--- config.mk ---
export PLATFORM = sky130hd
export DESIGN_NAME = hazard_control_unit
export DESIGN_NICKNAME = d
export VERILOG_FILES = /design/src/rtl/core_pkg.sv /design/src/rtl/hazard_perf_counters.sv /design/src/rtl/hazard_control_unit.sv
export SDC_FILE = /design/constraint.sdc
export NUM_CORES = 1
export LEC_CHECK = 0
export ABC_CLOCK_PERIOD_IN_PS = 2150
export CAP_MARGIN = 10
export CORE_ASPECT_RATIO = 1.1
export CORE_MARGIN = 3
export CORE_UTILIZATION = 42
export CTS_CLUSTER_SIZE = 8
export DETAILED_ROUTE_END_ITERATION = 8
export PLACE_DENSITY = 0.83
export SETUP_SLACK_MARGIN = 0.3
export SLEW_MARGIN = 0
export SYNTH_ARGS = -nofsm -noshare
export SYNTH_HDL_FRONTEND = slang
export SYNTH_SLANG_ARGS = --single-unit
--- constraint.sdc ---
create_clock -name Clk -period 2.15 [get_ports Clk]
set_input_delay 0.43 -clock Clk [delete_from_list [all_inputs] [get_ports Clk]]
set_output_delay 0.43 -clock Clk [all_outputs]
set_load 0.01 [all_outputs]
--- src/rtl/core_pkg.sv ---
// Shared core definitions: datapath widths, the x0 index and the hazard FSM state encoding.
package core_pkg;

    localparam int unsigned XLEN  = 32;
    localparam int unsigned REG_W = 5;

    localparam logic [REG_W-1:0] X0_IDX = 5'd0;

    typedef enum logic [1:0] {
        ST_RUN        = 2'd0,
        ST_HOLD       = 2'd1,
        ST_HOLD_REDIR = 2'd2
    } hcu_state_e;

endpackage

--- src/rtl/hazard_perf_counters.sv ---
// Free-running wrap-around performance counters for stall cycles and PC redirects.
module hazard_perf_counters #(
    parameter int unsigned CNT_W = 32
) (
    input  logic             clk,
    input  logic             rst,
    input  logic             stall_en,
    input  logic             redirect_en,
    output logic [CNT_W-1:0] stall_cycles,
    output logic [CNT_W-1:0] redirect_count
);

    always_ff @(posedge clk) begin
        if (rst) begin
            stall_cycles   <= '0;
            redirect_count <= '0;
        end else begin
            if (stall_en) begin
                stall_cycles <= stall_cycles + CNT_W'(1);
            end
            if (redirect_en) begin
                redirect_count <= redirect_count + CNT_W'(1);
            end
        end
    end

endmodule

--- src/rtl/hazard_control_unit.sv ---
// Load-use, branch-redirect and memory-wait hazard controller; a redirect resolved
// during a memory freeze is captured and replayed once the freeze lifts.
module hazard_control_unit #(
    parameter int unsigned XLEN  = core_pkg::XLEN,
    parameter int unsigned REG_W = core_pkg::REG_W,
    parameter int unsigned CNT_W = 32
) (
    input  logic             Clk,
    input  logic             Rst,
    input  logic [REG_W-1:0] Id_Rs1,
    input  logic [REG_W-1:0] Id_Rs2,
    input  logic             Id_Use_Rs1,
    input  logic             Id_Use_Rs2,
    input  logic [REG_W-1:0] Ex_Rd,
    input  logic             Ex_Mem_Read,
    input  logic             Ex_Is_Branch,
    input  logic             Ex_Is_Jump,
    input  logic             Ex_Branch_Cond,
    input  logic [XLEN-1:0]  Ex_Alu_Out,
    input  logic             Mem_Busy,
    output logic             Do_Stall,
    output logic             Is_Branch_Taken,
    output logic [XLEN-1:0]  Branch_Address,
    output logic             Pipe_Hold,
    output logic             If_Id_Hold,
    output logic             If_Id_Flush,
    output logic             Id_Ex_Flush,
    output logic [CNT_W-1:0] Stall_Cycles,
    output logic [CNT_W-1:0] Redirect_Count
);

    import core_pkg::*;

    hcu_state_e      state;
    hcu_state_e      state_next;
    logic [XLEN-1:0] pend_addr;
    logic [XLEN-1:0] pend_addr_next;
    logic            taken;
    logic            load_use;

    assign taken    = Ex_Is_Jump | (Ex_Is_Branch & Ex_Branch_Cond);
    assign load_use = Ex_Mem_Read & (Ex_Rd != REG_W'(X0_IDX)) &
                      ((Id_Use_Rs1 & (Id_Rs1 == Ex_Rd)) |
                       (Id_Use_Rs2 & (Id_Rs2 == Ex_Rd)));

    always_ff @(posedge Clk) begin
        if (Rst) begin
            state     <= ST_RUN;
            pend_addr <= '0;
        end else begin
            state     <= state_next;
            pend_addr <= pend_addr_next;
        end
    end

    // Outputs are combinational: the next-PC mux consumes them in the same cycle.
    always_comb begin
        state_next      = state;
        pend_addr_next  = pend_addr;
        Do_Stall        = 1'b0;
        Is_Branch_Taken = 1'b0;
        Branch_Address  = Ex_Alu_Out;
        Pipe_Hold       = 1'b0;
        If_Id_Hold      = 1'b0;
        If_Id_Flush     = 1'b0;
        Id_Ex_Flush     = 1'b0;

        if (Rst) begin
            Branch_Address = '0;
            state_next     = ST_RUN;
            pend_addr_next = '0;
        end else if (Mem_Busy) begin
            Pipe_Hold = 1'b1;
            Do_Stall  = 1'b1;
            // A captured target is never overwritten by later wrong-path EX contents.
            if (state != ST_HOLD_REDIR) begin
                if (taken) begin
                    pend_addr_next = Ex_Alu_Out;
                    state_next     = ST_HOLD_REDIR;
                end else begin
                    state_next = ST_HOLD;
                end
            end
        end else begin
            state_next = ST_RUN;
            if (state == ST_HOLD_REDIR) begin
                Is_Branch_Taken = 1'b1;
                Branch_Address  = pend_addr;
                If_Id_Flush     = 1'b1;
                Id_Ex_Flush     = 1'b1;
            end else if (taken) begin
                Is_Branch_Taken = 1'b1;
                If_Id_Flush     = 1'b1;
                Id_Ex_Flush     = 1'b1;
            end else if (load_use) begin
                Do_Stall    = 1'b1;
                If_Id_Hold  = 1'b1;
                Id_Ex_Flush = 1'b1;
            end
        end
    end

    hazard_perf_counters #(
        .CNT_W(CNT_W)
    ) u_perf (
        .clk            (Clk),
        .rst            (Rst),
        .stall_en       (Do_Stall),
        .redirect_en    (Is_Branch_Taken),
        .stall_cycles   (Stall_Cycles),
        .redirect_count (Redirect_Count)
    );

endmodule
; Word level (Yosys, flattened, before mapping)
; Cells that the tools add are included.
[op_classes]
addsub = 2
eq_ne = 4
n_mux = 21
bitwise_logic = 8
reduce_logical = 3
[op_table]
columns = cell, n
row1 = 32-bit 2-to-1 mux, 3
row2 = 32-bit by 1-bit adder with 32-bit output (second input constant), 2
row3 = 1-bit 2-to-1 mux, 17
row4 = 5-bit equality test, 2
row5 = 1-bit AND, 5
row6 = 5-bit nonzero test, 1
row7 = 3-bit AND reduction, 1
row8 = 2-bit equality test (second input constant), 1
row9 = 2-bit 2-to-1 mux, 1
row10 = 2-bit inequality test (second input constant), 1
row11 = 1-bit OR, 2
row12 = 2-bit OR reduction, 1
row13 = 1-bit inverter, 1
[word_totals]
reg_bits = 98
inputBits = 56
out_inout_bits = 102
elab_cells = 42

; Logic depth before layout (Yosys ltp)
; Gate-level depths: netlist of the first run.
[logic_depth]
depth_word = 9
depth_mapped = 8
mapped_depth_nobuf = 7

; Hierarchy
; From an unflattened synthesis of the first run, not the netlist that was laid out.
[hier_totals]
cells_unflattened = 637
hier_area_um2 = 4835.9
[modules_own_cells]
columns = module, n_inst, cells_per_inst, area_per_inst_um2, seq_area_each_um2
row1 = hazard_perf_counters, 1, 354, 3019.1, 1281.2
row2 = hazard_control_unit, 1, 283, 1816.7, 680.7

; Least setup slack after synthesis of the first run
; OpenSTA, ideal clock, no wires.
[synth_path]
path_type = input to output
start = input port Ex_Rd[1]
end = output port Do_Stall
t_arrival_ns = 1.753
t_required_ns = 1.720
setup_slack_ns = -0.033
stages = 6
path_buffers = 2
cell_sequence = or4_1 > o21a_1 > a31oi_4 > buf_6 > buf_8 > nor2_1
[synth_between]
elab_chain_len = 9
elab_cells_between_ends = 13
cone_classes = eq/ne (2) / mux (5) / bitwise (5) / reduce/logical (1)
[synth_rtl]
columns = item, line_no
row1 = from (decl), hazard_control_unit.sv:14  ; input logic [REG_W-1:0] Ex_Rd,
row2 = 5-bit equality test (on tied branches), "hazard_control_unit.sv:43, hazard_control_unit.sv:44"
row3 = 1-bit AND (on tied branches), "hazard_control_unit.sv:43, hazard_control_unit.sv:44"
row4 = 1-bit OR, hazard_control_unit.sv:43  ; ((Id_Use_Rs1 & (Id_Rs1 == Ex_Rd)) |
row5 = 1-bit AND *, hazard_control_unit.sv:42  ; assign load_use = Ex_Mem_Read & (Ex_Rd != REG_W'(X0_IDX)) &
row6 = 1-bit 2-to-1 mux *, hazard_control_unit.sv:95  ; end else if (load_use) begin
row7 = 1-bit 2-to-1 mux *, hazard_control_unit.sv:91  ; end else if (taken) begin
row8 = 1-bit 2-to-1 mux *, hazard_control_unit.sv:86  ; if (state == ST_HOLD_REDIR) begin
row9 = 1-bit 2-to-1 mux *, hazard_control_unit.sv:72  ; end else if (Mem_Busy) begin
row10 = 1-bit 2-to-1 mux *, hazard_control_unit.sv:68  ; if (Rst) begin
row11 = to (decl), hazard_control_unit.sv:21  ; output logic Do_Stall,
; Mark *: on every way between the ends. The rest lies on a longest branch, timed or not.

; Final worst setup path of the first run
; Same ends and word-level chain as after synthesis.

==> impl_metrics.yaml, run 1 <==
detailed_routing:
  route.detailed.drc: 0
  first_pass_iters: 5
  viasPerCell: 5.64
  route.vias.total: 5593
  routed_wl_um: 17200
  drt_iter0_drc: 351
  ant_nets: 0
  post_drt_wl_per_cell_um: 17.3
worst_setup_path:
  reg2regPathDepth: 7
  worstSetupStartpointType: "input pin"
  worstSetupPathType: "in2out"
  reg2reg_to: "u_perf.stall_cycles[24]"
  cp-end-kind: "primary output"
  path_max_fanout: 3
  arrival_ps: 1710
  rr_startpoint: "u_perf.stall_cycles[11]"
  r2r_slack_ps: 180
  required_ps: 1720
synth:
  ys_warn_count: 0
  avgSynthCellArea_um2: 7.44
  synth-seq-cells: 98
  synthDistinctLibCells: 36
  syn_nets: 705
  syn_area_um2: 4820
  synth_cells: 647
  synth_seq_area_share: 0.407
die:
  die_h_um: 118
  fp.dieW_um: 108
  io-pin-count: 158
  initial_core_util: 0.435
  core_um2: 11100
  num_rows: 40
  die_area_um2: 12800
cts:
  htreeDepth: 3
  clkTransAtPathRegs_ps: 60
  postCtsHoldBufs: 0
  cts.sinks: 98
  cts_buffer_depth: 2
  cts_buffers: 9
  cts_tree: "built"
  root_buffer: "clkbuf_16"
  clock_latency_ps: 340
grt:
  grt_overflow: 0
  grt_pass1_vias: 5377
  grt_use_total: 0.242
  grt_max_degree: 57
  antenna_found_initial: 1
  grt_pass1_wl_um: 25400
sta:
  rsz0062_at_grt: "true"
  relSlewSlack: 0.530
  fin_crit_ps: 2140
  timing.fmax_mhz: 467
  clock_skew_ps: 7.80
  timing.final.crit_share: 0.995
  drv_slew: 0
  setup_viol: 0
  worst_slew_pin_slew_ps: 705
  hold_viol: 0
final_layout:
  fin_nets: 897
  nFillCells: 800
  final_common_cell: "nand2_1"
  design_area_um2: 8090
  area_growth_pct: 68.0
  mostFrequentLayoutCells: "nand2_1 (103), clkdlybuf4s50_1 (96), dfxtp_1 (92)"
  drive_above_1_share: 0.335
  utilization: 0.732
job:
  cap_violations: 0
placed_design:
  place_hpwl_um: 10300
  portBuffers: 157
  gp_congestion: 0.825
  place_area_um2: 6730
power_and_ir_drop:
  powerDensity_nw_per_um2: 530
  p_leak_nw: 3.30
  ir_drop_uv: 458
run_status:
  status: "finished, final reports clean"
min_path:
  min_from: "pend_addr[10]"
  hold_end: "pend_addr[10]"
  holdCritPathClass: "reg2reg"
  hold_depth: 2
==> critical path, stage by stage <==
cell	delay [ps]
buf_8	100
or4_4	520
o21a_4	230
a31oi_4	260
nor2_4	50
buf_6	120
==> state kept, by name (all words and copies together) (netlist names) <==
register,count
u_perf.redirect_count,32
pend_addr,32
state,2
u_perf.stall_cycles,32
==> kinds of logic after synthesis <==
group / count (synthesis) / share of synthesized area
fa+ha+maj: 2 / 0.00520
compound gates: 149 / 0.166
mux: 1 / 0.00208
buf+inv: 44 / 0.0431
flops: 98 / 0.407
simple gates: 319 / 0.314
xor+xnor: 34 / 0.0618
==> power breakdown <==
| part | total, mW | switching, mW | internal (mW) |
|---|---|---|---|
| Combinational | 0.679 | 0.349 | 0.330 |
| Sequential | 1.90 | 0.0457 | 1.86 |
| Clock | 1.70 | 0.708 | 0.996 |
| Total | 4.29 | 1.10 | 3.18 |
==> worst max-delay path by stage <==
stage	from	cells after the start	to	slack (ps)
final	Ex_Rd[1]	6	Do_Stall	10
after global routing	state[0]	8	Branch_Address[12]	-30
after CTS	Ex_Rd[1]	6	Do_Stall	-5
after detailed placement	Ex_Rd[1]	6	Do_Stall	-750
after global placement	Ex_Rd[1]	6	Do_Stall	-740
after floorplan	Ex_Rd[1]	6	Do_Stall	-10
==> final cells by class <==
cell class / instances / area, um2 / area share
clock buffer: 12 / 267 / 0.0329
antenna: 1 / 2.50 / 0.000309
sequential: 98 / 1970 / 0.243
timing repair buffer: 221 / 2180 / 0.270
clock inverter: 3 / 46.3 / 0.00572
tap: 147 / 184 / 0.0227
multi-input combinational: 505 / 3430 / 0.423
inverter: 4 / 15.0 / 0.00186
==> Yosys cell counts, drive strengths merged <==
| library cell | instances | area, um2 |
|---|---|---|
| and3 | 9 | 56.3 |
| o22ai | 1 | 12.5 |
| ha | 2 | 25.0 |
| dfxtp | 98 | 1960 |
| nor4 | 2 | 18.8 |
| a21boi | 2 | 15.0 |
| a21oi | 104 | 521 |
| a21o | 1 | 7.51 |
| o31ai | 8 | 60.1 |
| nor2b | 1 | 6.26 |
| clkbuf | 29 | 109 |
| nor2 | 39 | 146 |
| nand2 | 157 | 589 |
| nand4 | 21 | 131 |
| nand2b | 4 | 25.0 |
| o21a | 1 | 7.51 |
| and4 | 11 | 96.3 |
| inv | 4 | 15.0 |
| xor2 | 15 | 131 |
| a31oi | 1 | 21.3 |
| o21ai | 31 | 155 |
| xnor2 | 19 | 166 |
| and2 | 6 | 37.5 |
| nor3 | 3 | 15.0 |
| or3 | 31 | 194 |
| buf | 11 | 83.8 |
| or4 | 9 | 67.6 |
| nand3 | 26 | 130 |
| mux2i | 1 | 10.0 |
==> through the flow <==
stage | TNS, ps | worst slack [ps] | hold WS (ps) | power [mW] | std cells
2_1_floorplan | -10.8 | -10.8 | 437 | 2.16 | 647
3_3_place_gp | -36970 | -736 | 441 | 2.43 | 947
3_5_place_dp | -41200 | -749 | 447 | 2.45 | 947
4_1_cts | -4.56 | -4.56 | 475 | 4.17 | 980
5_1_grt | -197 | -32.2 | 506 | 4.41 | 991
6_report | 0 | 10.7 | 488 | 4.29 | 991
==> timing repair <==
action                                  in CTS  in global routing
resized for setup                          320                124
pin swaps                                   63                 42
buffers inserted                            14                  4
endpoints found under the hold margin        0                  0
endpoints found under the setup margin      93                 90
cloned                                       4                  6
==> metal layers <==
metal  global-route usage  routed length (um)
met4                0.118                 924
met1                0.267                6500
met3               0.0524                1000
met5                    0                   0
met2                0.433                8770
(Power assumes the default switching activity.)
==> run 2, diff against run 1 <==
--- a/config.mk
+++ b/config.mk
@@ -10,9 +10,11 @@
 export CORE_ASPECT_RATIO = 1.1
 export CORE_MARGIN = 3
 export CORE_UTILIZATION = 42
+export CTS_CLUSTER_DIAMETER = 150
 export CTS_CLUSTER_SIZE = 8
 export DETAILED_ROUTE_END_ITERATION = 8
 export PLACE_DENSITY = 0.83
+export RECOVER_POWER = 100
 export SETUP_SLACK_MARGIN = 0.3
 export SLEW_MARGIN = 0
 export SYNTH_ARGS = -nofsm -noshare
==> impl_metrics.yaml, run 2 (same netlist as run 1, synthesis figures left out) <==
worst_setup_path:
  worstSetupStartpointType: "input pin"
  path_max_fanout: 3
  rr_startpoint: "u_perf.stall_cycles[11]"
  critPathMaxStageDelay_ps: 520
  cp-end-kind: "primary output"
  required_ps: 1720
  reg2regPathDepth: 7
  worstSetupPathType: "in2out"
  crit_chain: "buf_8, or4_4, o21a_4, a31oi_4, nor2_4, buf_6"
  r2r_slack_ps: 190
  path_buf_inv: 2
  cp_slowest_cell: "or4_4"
  arrival_ps: 1710
  reg2reg_to: "u_perf.stall_cycles[24]"
  crit_family: "simple AND/OR/NAND/NOR gates"
final_layout:
  top_regs: "pend_addr x32, u_perf.redirect_count x32, u_perf.stall_cycles x32"
  drive_above_1_share: 0.324
  final_common_cell: "nand2_1"
  area_growth_pct: 66.9
  mostFrequentLayoutCells: "nand2_1 (103), dfxtp_1 (92), dlygate4sd3_1 (62)"
  fin_nets: 897
cts:
  htreeDepth: 3
  cts.sinks: 98
  clkTransAtPathRegs_ps: 60
  postCtsHoldBufs: 0
  cts_buffers: 9
  root_buffer: "clkbuf_16"
  cts_buffer_depth: 2
  cts_tree: "built"
  clock_latency_ps: 340
placed_design:
  gp_congestion: 0.825
  pre_cts_slack_ps: -749
  place_hpwl_um: 10300
  portBuffers: 157
grt:
  grt_max_degree: 57
  grt_overflow: 0
  grt_pass1_vias: 5377
  antenna_found_initial: 1
  grt_use_total: 0.242
  grt_pass1_wl_um: 25400
sta:
  timing.fmax_mhz: 467
  relSlewSlack: 0.528
  clock_skew_ps: 6.42
  timing.final.crit_share: 0.996
  fin_crit_ps: 2140
  rsz0062_at_grt: "true"
  setup_viol: 0
  timing.final.ws_setup_ps: 8.03
  fin_setup_tns_ps: 0
  worst_slew_pin_slew_ps: 708
  drv_slew: 0
  hold_viol: 0
die:
  die_area_um2: 12800
  die_h_um: 118
  fp.dieW_um: 108
  initial_core_util: 0.435
  io-pin-count: 158
  core_um2: 11100
  num_rows: 40
run_status:
  status: "finished, final reports clean"
power_and_ir_drop:
  p_leak_nw: 3.45
  powerDensity_nw_per_um2: 532
  power_mw: 4.28
  ir_drop_uv: 460
min_path:
  hold_depth: 2
  holdCritPathClass: "reg2reg"
  hold_end: "pend_addr[10]"
  min_from: "pend_addr[10]"
detailed_routing:
  viasPerCell: 5.63
  top_layer: "met4"
  drt_iter0_drc: 377
  wl_met3_um: 1030
  met1_length_um: 6440
  route.met2.wl_um: 8810
  route.vias.total: 5584
  post_drt_wl_per_cell_um: 17.3
  ant_nets: 0
  routed_wl_um: 17200
  first_pass_iters: 5
  route.detailed.drc: 0
job:
  cap_violations: 0
-- run 2: where the power goes --
part	leakage [nW]	internal (mW)	switching (mW)	total (mW)
clock	0.151	0.996	0.708	1.70
sequential	0.797	1.86	0.0453	1.90
combinational	2.50	0.322	0.347	0.670
-- run 2: worst register-to-register path: stages, from the launching register on --
cell and delay, ps:
dfxtp_1 420, nand4_1 150, nor4_2 260, buf_4 220, and4_1 230, nand4_1 130
or3_1 330, a21oi_1 150
-- run 2: cell type report --
type,count,area (um2)
Antenna cell,1,2.50
Clock buffer,12,267
Clock inverter,3,46.3
Fill cell,811,3020
Inverter,4,15.0
Multi-Input combinational cell,505,3410
Sequential cell,98,1970
Tap cell,147,184
Timing Repair Buffer,221,2140
-- run 2: metal layers --
metal	global-route usage	up-vias
li1	-	2647
met1	0.267	2667
met2	0.433	209
met3	0.0524	61
met4	0.118	0
met5	0	-
-- run 2: stage by stage --
stage                     hold WS (ps)  cell area (um2)  instances   util
final                              479             8040        991  0.727
after global routing               504             8040        991  0.727
after CTS                          475             7510        980  0.679
after detailed placement           447             6730        947  0.608
after global placement             441             6730        947  0.608
after floorplan                    437             4830        647      -
-- run 2: what timing repair did --
item	CTS	global route
resized for setup	320	124
cloned	4	6
endpoints found under the setup margin	93	90
setup buffers	14	4
pin swaps	63	42
endpoints found under the hold margin	0	0
-- run 2: how the worst max path moves through the flow --
stage / start / to / slack, ps / cells past startpoint
2_1_floorplan: Ex_Rd[1] / Do_Stall / -10 / 6
3_3_place_gp: Ex_Rd[1] / Do_Stall / -740 / 6
3_5_place_dp: Ex_Rd[1] / Do_Stall / -750 / 6
4_1_cts: Ex_Rd[1] / Do_Stall / -5 / 6
5_1_grt: state[0] / Branch_Address[12] / -30 / 8
6_report: Ex_Rd[1] / Do_Stall / 8 / 6
